==> config.mk <==
export PLATFORM = sky130hd
export DESIGN_NAME = quad_step_decoder
export DESIGN_NICKNAME = d
export VERILOG_FILES = /design/src/rtl/qdec_pkg.sv /design/src/rtl/qdec_input_cond.sv /design/src/rtl/quad_step_decoder.sv
export SDC_FILE = /design/constraint.sdc
export NUM_CORES = 1
export LEC_CHECK = 0
export ABC_AREA = 1
export BUFFER_PORTS_ARGS = -buffer_cell sky130_fd_sc_hd__buf_2
export CORE_MARGIN = 3
export CORE_UTILIZATION = 40
export DETAILED_ROUTE_END_ITERATION = 12
export PLACE_DENSITY = 0.59
export SYNTH_ARGS = -nofsm -noshare
export SYNTH_HDL_FRONTEND = slang
export SYNTH_SLANG_ARGS = --single-unit
==> constraint.sdc <==
create_clock -name clk -period 1.9 [get_ports clk]
set_input_delay 0.19 -clock clk [delete_from_list [all_inputs] [get_ports clk]]
set_output_delay 0.19 -clock clk [all_outputs]
set_load 0.005 [all_outputs]
==> src/rtl/qdec_pkg.sv <==
// Shared definitions for the quadrature step decoder: FSM states, Gray phase codes, forward successor.
// Optional glitch filter is selected with QDEC_GLITCH_FILTER_EN (see qdec_input_cond).
package qdec_pkg;

    typedef enum logic {
        S_INIT,
        S_RUN
    } qdec_state_t;

    localparam logic [1:0] PH_00 = 2'b00;
    localparam logic [1:0] PH_01 = 2'b01;
    localparam logic [1:0] PH_11 = 2'b11;
    localparam logic [1:0] PH_10 = 2'b10;

    // Forward (up) rotation is 00 -> 01 -> 11 -> 10 -> 00.
    function automatic logic [1:0] next_fwd(input logic [1:0] ph);
        logic [1:0] nxt;
        unique case (ph)
            PH_00:   nxt = PH_01;
            PH_01:   nxt = PH_11;
            PH_11:   nxt = PH_10;
            default: nxt = PH_00;
        endcase
        return nxt;
    endfunction

endpackage

==> src/rtl/qdec_input_cond.sv <==
// Per-bit input conditioning: 2-flop synchroniser, plus a FILTER_LEN-sample
// agreement filter when QDEC_GLITCH_FILTER_EN is defined.
module qdec_input_cond #(
    parameter int unsigned FILTER_LEN = 3
) (
    input  logic clk,
    input  logic rst_n,
    input  logic din,
    output logic dout
);

    logic meta;
    logic sync;

    always_ff @(posedge clk or negedge rst_n) begin
        if (!rst_n) begin
            meta <= 1'b0;
            sync <= 1'b0;
        end else begin
            meta <= din;
            sync <= meta;
        end
    end

`ifdef QDEC_GLITCH_FILTER_EN
    logic [FILTER_LEN-2:0] hist;
    logic                  filt_q;
    logic [FILTER_LEN-1:0] window;
    logic                  all_eq;

    if (FILTER_LEN > 2) begin : g_hist_long
        always_ff @(posedge clk or negedge rst_n) begin
            if (!rst_n) hist <= '0;
            else        hist <= {hist[FILTER_LEN-3:0], sync};
        end
    end else begin : g_hist_short
        always_ff @(posedge clk or negedge rst_n) begin
            if (!rst_n) hist <= '0;
            else        hist <= sync;
        end
    end

    always_ff @(posedge clk or negedge rst_n) begin
        if (!rst_n) filt_q <= 1'b0;
        else        filt_q <= dout;
    end

    // Window includes the live synchronised sample so acceptance costs FILTER_LEN-1 extra cycles.
    always_comb begin
        window = {hist, sync};
        all_eq = (&window) | ~(|window);
        dout   = all_eq ? sync : filt_q;
    end
`else
    assign dout = sync;
`endif

endmodule

==> src/rtl/quad_step_decoder.sv <==
// Quadrature A/B decoder: step/direction pulses, wrapping position, saturating error count.
// Define QDEC_GLITCH_FILTER_EN to enable the FILTER_LEN-sample input glitch filter.
module quad_step_decoder
    import qdec_pkg::*;
#(
    parameter int unsigned WIDTH      = 4,
    parameter int unsigned ERR_W      = 8,
    parameter int unsigned FILTER_LEN = 3
) (
    input  logic             clk,
    input  logic             reset,
    input  logic             a,
    input  logic             b,
    input  logic             enable,
    input  logic             clear,
    output logic             step,
    output logic             up_down,
    output logic             err,
    output logic [WIDTH-1:0] position,
    output logic [ERR_W-1:0] err_cnt
);

`ifdef QDEC_GLITCH_FILTER_EN
    localparam int unsigned INIT_LEN = 2 + FILTER_LEN;
`else
    localparam int unsigned INIT_LEN = 2;
`endif
    localparam int unsigned CNT_W = $clog2(INIT_LEN + 1);

    logic a_s;
    logic b_s;
    logic [1:0] ph;

    qdec_input_cond #(.FILTER_LEN(FILTER_LEN)) u_cond_a (
        .clk   (clk),
        .rst_n (reset),
        .din   (a),
        .dout  (a_s)
    );

    qdec_input_cond #(.FILTER_LEN(FILTER_LEN)) u_cond_b (
        .clk   (clk),
        .rst_n (reset),
        .din   (b),
        .dout  (b_s)
    );

    assign ph = {a_s, b_s};

    qdec_state_t      state_q, state_d;
    logic [CNT_W-1:0] init_cnt_q, init_cnt_d;
    logic [1:0]       prev_ph_q, prev_ph_d;
    logic             step_d, err_d, up_down_d;
    logic [WIDTH-1:0] position_d;
    logic [ERR_W-1:0] err_cnt_d;

    always_ff @(posedge clk or negedge reset) begin
        if (!reset) begin
            state_q    <= S_INIT;
            init_cnt_q <= '0;
            prev_ph_q  <= PH_00;
            step       <= 1'b0;
            err        <= 1'b0;
            up_down    <= 1'b1;
            position   <= '0;
            err_cnt    <= '0;
        end else begin
            state_q    <= state_d;
            init_cnt_q <= init_cnt_d;
            prev_ph_q  <= prev_ph_d;
            step       <= step_d;
            err        <= err_d;
            up_down    <= up_down_d;
            position   <= position_d;
            err_cnt    <= err_cnt_d;
        end
    end

    always_comb begin
        state_d    = state_q;
        init_cnt_d = init_cnt_q;
        prev_ph_d  = prev_ph_q;
        step_d     = 1'b0;
        err_d      = 1'b0;
        up_down_d  = up_down;
        position_d = position;
        err_cnt_d  = err_cnt;

        unique case (state_q)
            S_INIT: begin
                if (init_cnt_q == CNT_W'(INIT_LEN)) begin
                    prev_ph_d = ph;
                    state_d   = S_RUN;
                end else begin
                    init_cnt_d = init_cnt_q + CNT_W'(1);
                end
            end
            S_RUN: begin
                // Reference tracks the phase even while disabled, so re-enabling is step-free.
                prev_ph_d = ph;
                if (enable && (ph != prev_ph_q)) begin
                    if (ph == next_fwd(prev_ph_q)) begin
                        step_d     = 1'b1;
                        up_down_d  = 1'b1;
                        position_d = position + WIDTH'(1);
                    end else if (prev_ph_q == next_fwd(ph)) begin
                        step_d     = 1'b1;
                        up_down_d  = 1'b0;
                        position_d = position - WIDTH'(1);
                    end else begin
                        err_d = 1'b1;
                        if (err_cnt != '1) err_cnt_d = err_cnt + ERR_W'(1);
                    end
                end
            end
        endcase

        if (clear) begin
            position_d = '0;
            err_cnt_d  = '0;
        end
    end

endmodule

Word level (Yosys, flattened, before mapping)
Index checks and enable logic that the tools add are counted.
{"block": "word_totals", "reg_bits": 24, "out_inout_bits": 15, "input_bits": 6, "wordCells": 74}
{"block": "op_classes", "n_addsub": 4, "muxes": 32, "n_bitwise": 2, "eq_ne": 12, "reduce_logical": 12}
{"operator": "2-to-1 mux 8 bit", "count": 6}
{"operator": "2-to-1 mux 4 bit", "count": 5}
{"operator": "2-to-1 mux 1 bit", "count": 12}
{"operator": "2-to-1 mux 2 bit", "count": 6}
{"operator": "one-hot mux 2 bit (3 select lines)", "count": 2}
{"operator": "adder 8 x 1 -> 8 bit, second input constant", "count": 1}
{"operator": "inequality test 8 bit, second input constant", "count": 1}
{"operator": "nonzero test 2 bit", "count": 4}
{"operator": "== test 2 bit, second input constant", "count": 3}
{"operator": "inequality test 2 bit, second input constant", "count": 3}
{"operator": "AND reduction 3 bit", "count": 2}
{"operator": "AND reduction 5 bit", "count": 1}
{"operator": "adder 4 x 1 -> 4 bit, second input constant", "count": 1}
{"operator": "== test 2 x 1 -> 1 bit, second input constant", "count": 2}
{"operator": "== test 2 bit", "count": 2}
{"operator": "zero test 2 bit", "count": 2}
{"operator": "one-hot mux 2 bit (2 select lines)", "count": 1}
{"operator": "subtractor 4 x 1 -> 4 bit, second input constant", "count": 1}
{"operator": "nonzero test 3 bit", "count": 1}
{"operator": "adder 2 x 1 -> 2 bit, second input constant", "count": 1}
{"operator": "inequality test 2 bit", "count": 1}
{"operator": "NOT 1 bit", "count": 2}
{"operator": "AND reduction 2 bit", "count": 1}
{"operator": "logical AND 1 bit", "count": 1}

Depth between registers and ports, before layout
{"block": "logic_depth", "word_depth": 14, "mapped_depth": 13, "depth_no_buf": 13}

Hierarchy
A second synthesis with hierarchy kept.
{"block": "hier_totals", "hier_cells": 171, "hier_area_um2": 1368.8}
{"mod": "quad_step_decoder", "seq_area_each_um2": 501.7, "cells_each": 167, "n_inst": 1, "area_per_inst_um2": 1268.7}
{"mod": "qdec_input_cond", "seq_area_each_um2": 50.0, "cells_each": 2, "n_inst": 2, "area_per_inst_um2": 50.0}

Worst setup path after synthesis
No wires, ideal clock.
{"block": "synth_timing", "kind": "reg2reg", "from": "register u_cond_b.sync (netlist: u_cond_b.dout)", "to": "register position[3]", "setup_slack_ns": 0.312, "t_required_ns": 1.784, "path_stages_with_launch": 14, "t_arrival_ns": 1.472, "period_less_slack_ns": 1.588, "n_path_buf": 0, "path_cell_list": "dfrtp_1 -> inv_2 -> nand2_1 -> nand2_2 -> nand2_4 -> ha_1 -> nand2_1 -> inv_1 -> nand2_1 -> nand3_1 -> nand3_1 -> nand2_1 -> nor2_1 -> nor2_1"}
{"block": "synth_via", "elab_chain_cells": 8, "elab_cells_between_ends": 18, "classes_between": "eq/ne: 5; mux: 8; reduce/logical: 5"}
{"item": "start, declared", "line_no": "qdec_input_cond.sv:13", "source": "logic sync;"}
{"item": "start signal, assigned", "line_no": "qdec_input_cond.sv:21", "source": "sync <= meta;"}
{"item": "== test 2 bit (tied with other cells)", "line_no": "qdec_pkg.sv:18", "source": "unique case (ph)"}
{"item": "one-hot mux 2 bit (3 select lines)", "line_no": "qdec_pkg.sv:18"}
{"item": "2-to-1 mux 2 bit", "line_no": "quad_step_decoder.sv:102", "source": "if (ph == next_fwd(prev_ph_q)) begin"}
{"item": "2-to-1 mux 2 bit", "line_no": "quad_step_decoder.sv:101", "source": "if (enable && (ph != prev_ph_q)) begin"}
{"item": "2-to-1 mux 2 bit", "line_no": "quad_step_decoder.sv:89", "source": "unique case (state_q)"}
{"item": "== test 2 bit", "line_no": "quad_step_decoder.sv:106", "source": "end else if (prev_ph_q == next_fwd(ph)) begin"}
{"item": "nonzero test 3 bit (no line)"}
{"item": "AND reduction 3 bit (no line)"}
{"item": "end signal, assigned", "line_no": "quad_step_decoder.sv:74", "source": "position <= position_d;"}
{"item": "end, declared", "line_no": "quad_step_decoder.sv:19", "source": "output logic [WIDTH-1:0] position,"}
Several ways; a longest one is shown, not always the timed one. The select of a mux whose other input is x is not followed.
A chain may end at the register's enable or synchronous reset.

Worst setup path in the final report
Same ends and word-level chain as after synthesis.

==> impl_metrics.csv <==
group,metric,value,unit
setup_path,critPathRequiredTime,2130,ps
power,p_seq_share,49.4,%
floorplan,die-area,4170,µm²
sta,fin_skew,7.37,ps
sta,whs,118,ps
setup_path,path_class,"reg2reg",
sta,tightest_slew,581,ps
setup_path,crit_fanout,8,
power,powerDensity,700,nW/µm²
clocking,tritoncts,"yes",
global_routing,grt_start_max_net_pins,25,
global_routing,antenna_found_initial,0,
sta,setup_slack,207,ps
clocking,cts_made_buffers,3,
floorplan,std_cell_rows,20,
synthesis,synthesis.instances,163,
sta,fin_setup_tns,0,ps
synthesis,syn_area,1370,µm²
placement,hpwlAfterDp,1800,µm
floorplan,die_w,64.6,µm
power,p_sw_share,26.3,%
routing,drt-total-wl,2470,µm
setup_path,crit_path_end_kind,"flip-flop",
setup_path,start_kind,"flip-flop",
power,peakVddDrop,0.347,mV
outcome,outcome,"finished clean",
finish,most-common-layout-cells,"nand2_1 (50), dfrtp_1 (23), nand3_1 (21)",
setup_path,slowest_stage,"dfrtp_1",
clocking,cts.htree.levels,1,
finish,layout-drive-gt1-share,23.8,%
power,p_total,1.13,mW
synthesis,synth_fp_nets,174,
synthesis,syn-mean-instance-area,8.42,µm²
sta,final-setup-viol-count,0,
power,clkPwrFrac,32.9,%
floorplan,core-area,3150,µm²
routing,vias,1094,
global_routing,gr-total-overflow,0,
setup_path,critPathArrivalTime,1920,ps
sta,final_hold_viol_count,0,
power,switchingPower,296,µW
placement,place.gp.congestion,0.738,
global_routing,track_usage,13.4,%
finish,antenna_cells,0,
sta,min_period_over_period,89.1,%
finish,nets,201,
routing,drt_iter0_drc,43,
global_routing,grt_pass1_wl,4530,µm
setup_path,crit_chain,"inv_2, nand2_1, nand2_2, nand2_4, ha_1, nand2_1, inv_1, nand2_1, nand3_1, nand3_1, nand2_1, nor2_1, nor2_1",
clocking,cts.path.max_buffers,2,
clocking,cts_root_buffer,"clkbuf_4",
finish,final_common_cell,"nand2_1",
routing,vias_per_cell,4.70,
routing,ant_nets,0,
sta,clock.fmax,591,MHz
sta,period_minus_slack,1690,ps
clocking,cts.sinks,24,
power,power_frac_comb,17.7,%
sta,slew_viol_final,0,
setup_path,max_stage_delay,450,ps
setup_path,cp_common_cell,"nand2_1",
routing,drc,0,
synthesis,synth_warnings,0,
synthesis,netlist_top_cells_area,"dfrtp_1 (42%), nand2_1 (14%), nand3_1 (7.7%)",
synthesis,seq_area_frac_synth,43.8,%
worst_hold_path,hp-class,"in2reg",
floorplan,die_h,64.6,µm
sta,rsz0062_at_grt,"false",
placement,post-place-ws,138,ps
synthesis,synth_top_area_cell,"dfrtp_1",
global_routing,grt_pass1_vias,1064,
floorplan,start_util,43.5,%
clocking,clk_pin_slew,140,ps
power,p_int,830,µW
routing,wire_per_inst,10.6,µm
sta,slew_headroom,61.2,%
synthesis,ys_ff_latch,24,
routing,drt_pass1_iterations,4,
power,cellLeakagePower,0.904,nW
placement,io_buffers,20,
floorplan,io_pins,21,
synthesis,synth_top_cell_area_share,41.9,%
run,max_cap_viol_count,0,
synthesis,synth_cell_type_count,22,
finish,area_growth,17.2,%
clocking,clk_latency,310,ps
## metal layers
metal	GRT usage (%)	routed length [µm]
met5	0	0
met4	3.96	15
met3	2.95	83
met2	23.5	1230
met1	16.3	1140
## what timing repair did
action,4_1_cts,5_1_grt
hold endpoints to repair,25,0
hold buffers,3,0
setup endpoints to repair,0,1
buffers inserted,0,1
resized for setup,0,1
## area by class of cell
type                       count  area, µm²
fill                         315       1540
multi-input combinational    118        691
sequential                    24        602
timing repair buffer          24        138
inverter                      19       71.3
tap                           44       55.1
clock inverter                 1       30.0
clock buffer                   3       22.5
## registers in the layout, summed over array words and instances (netlist names)
signal,count
err_cnt,8
position,4
init_cnt_q,2
prev_ph_q,2
err,1
state_q,1
step,1
u_cond_a.dout,1
u_cond_a.meta,1
u_cond_b.dout,1
u_cond_b.meta,1
up_down,1
## power by group through the flow
stage,sequential (mW),clock [mW],combinational (mW)
after CTS,0.557,0.389,0.197
after global routing,0.562,0.402,0.228
after global placement,0.565,0,0.188
after floorplan,0.566,0,0.136
final,0.557,0.370,0.199
after detailed placement,0.567,0,0.190
## Yosys cell counts
master    instances
nand2_1          50
dfrtp_1          23
nand3_1          21
inv_1            15
nor2_1           11
nand2_2           6
xor2_1            6
ha_1              4
inv_2             4
nand3b_1          4
o21ai_0           4
nand2_4           3
a21oi_1           2
nand3_4           2
a21oi_4           1
clkbuf_4          1
clkbuf_8          1
dfstp_2           1
fa_1              1
nand3_2           1
nor2_8            1
xnor2_1           1
## path summary, 6_finish.rpt
check | from | endpoint | slack [ps] | cells past startpoint
max | u_cond_b.dout$_DFF_PN0_ | position[3]$_DFFE_PN0P_ | 210 | 13
min | enable | err$_DFF_PN0_ | 120 | 3
max reg2reg | u_cond_b.dout$_DFF_PN0_ | position[3]$_DFFE_PN0P_ | 210 | 13
min reg2reg | u_cond_a.meta$_DFF_PN0_ | u_cond_a.dout$_DFF_PN0_ | 360 | 0
max in group asynchronous | reset | up_down$_DFFE_PN1P_ | 1170 | 2
min in group asynchronous | reset | prev_ph_q[0]$_DFFE_PN0N_ | 370 | 2
## kinds of logic after synthesis
kind of cell | after synthesis | share of synthesized area, %
compound gates | 7 | 3.37
simple gates | 99 | 36.5
fa+ha+maj | 5 | 5.11
flops | 24 | 43.8
buf+inv | 21 | 6.75
xor+xnor | 7 | 4.47
## metrics by stage
stage | area (µm²) | instances | utilization (%)
4_1_cts | 1590 | 232 | 50.4
6_report | 1610 | 233 | 51.0
3_3_place_gp | 1510 | 225 | 47.8
3_5_place_dp | 1510 | 225 | 47.8
2_1_floorplan | 1370 | 163 | -
5_1_grt | 1610 | 233 | 51.0
## worst max-delay path: cells and delay by family (launching register included)
kind	cells	cell delay (ps)
buf+inv	2	140
fa+ha+maj	1	290
simple gates	10	720
flops	1	450
Power figures use the tool's default switching activity.
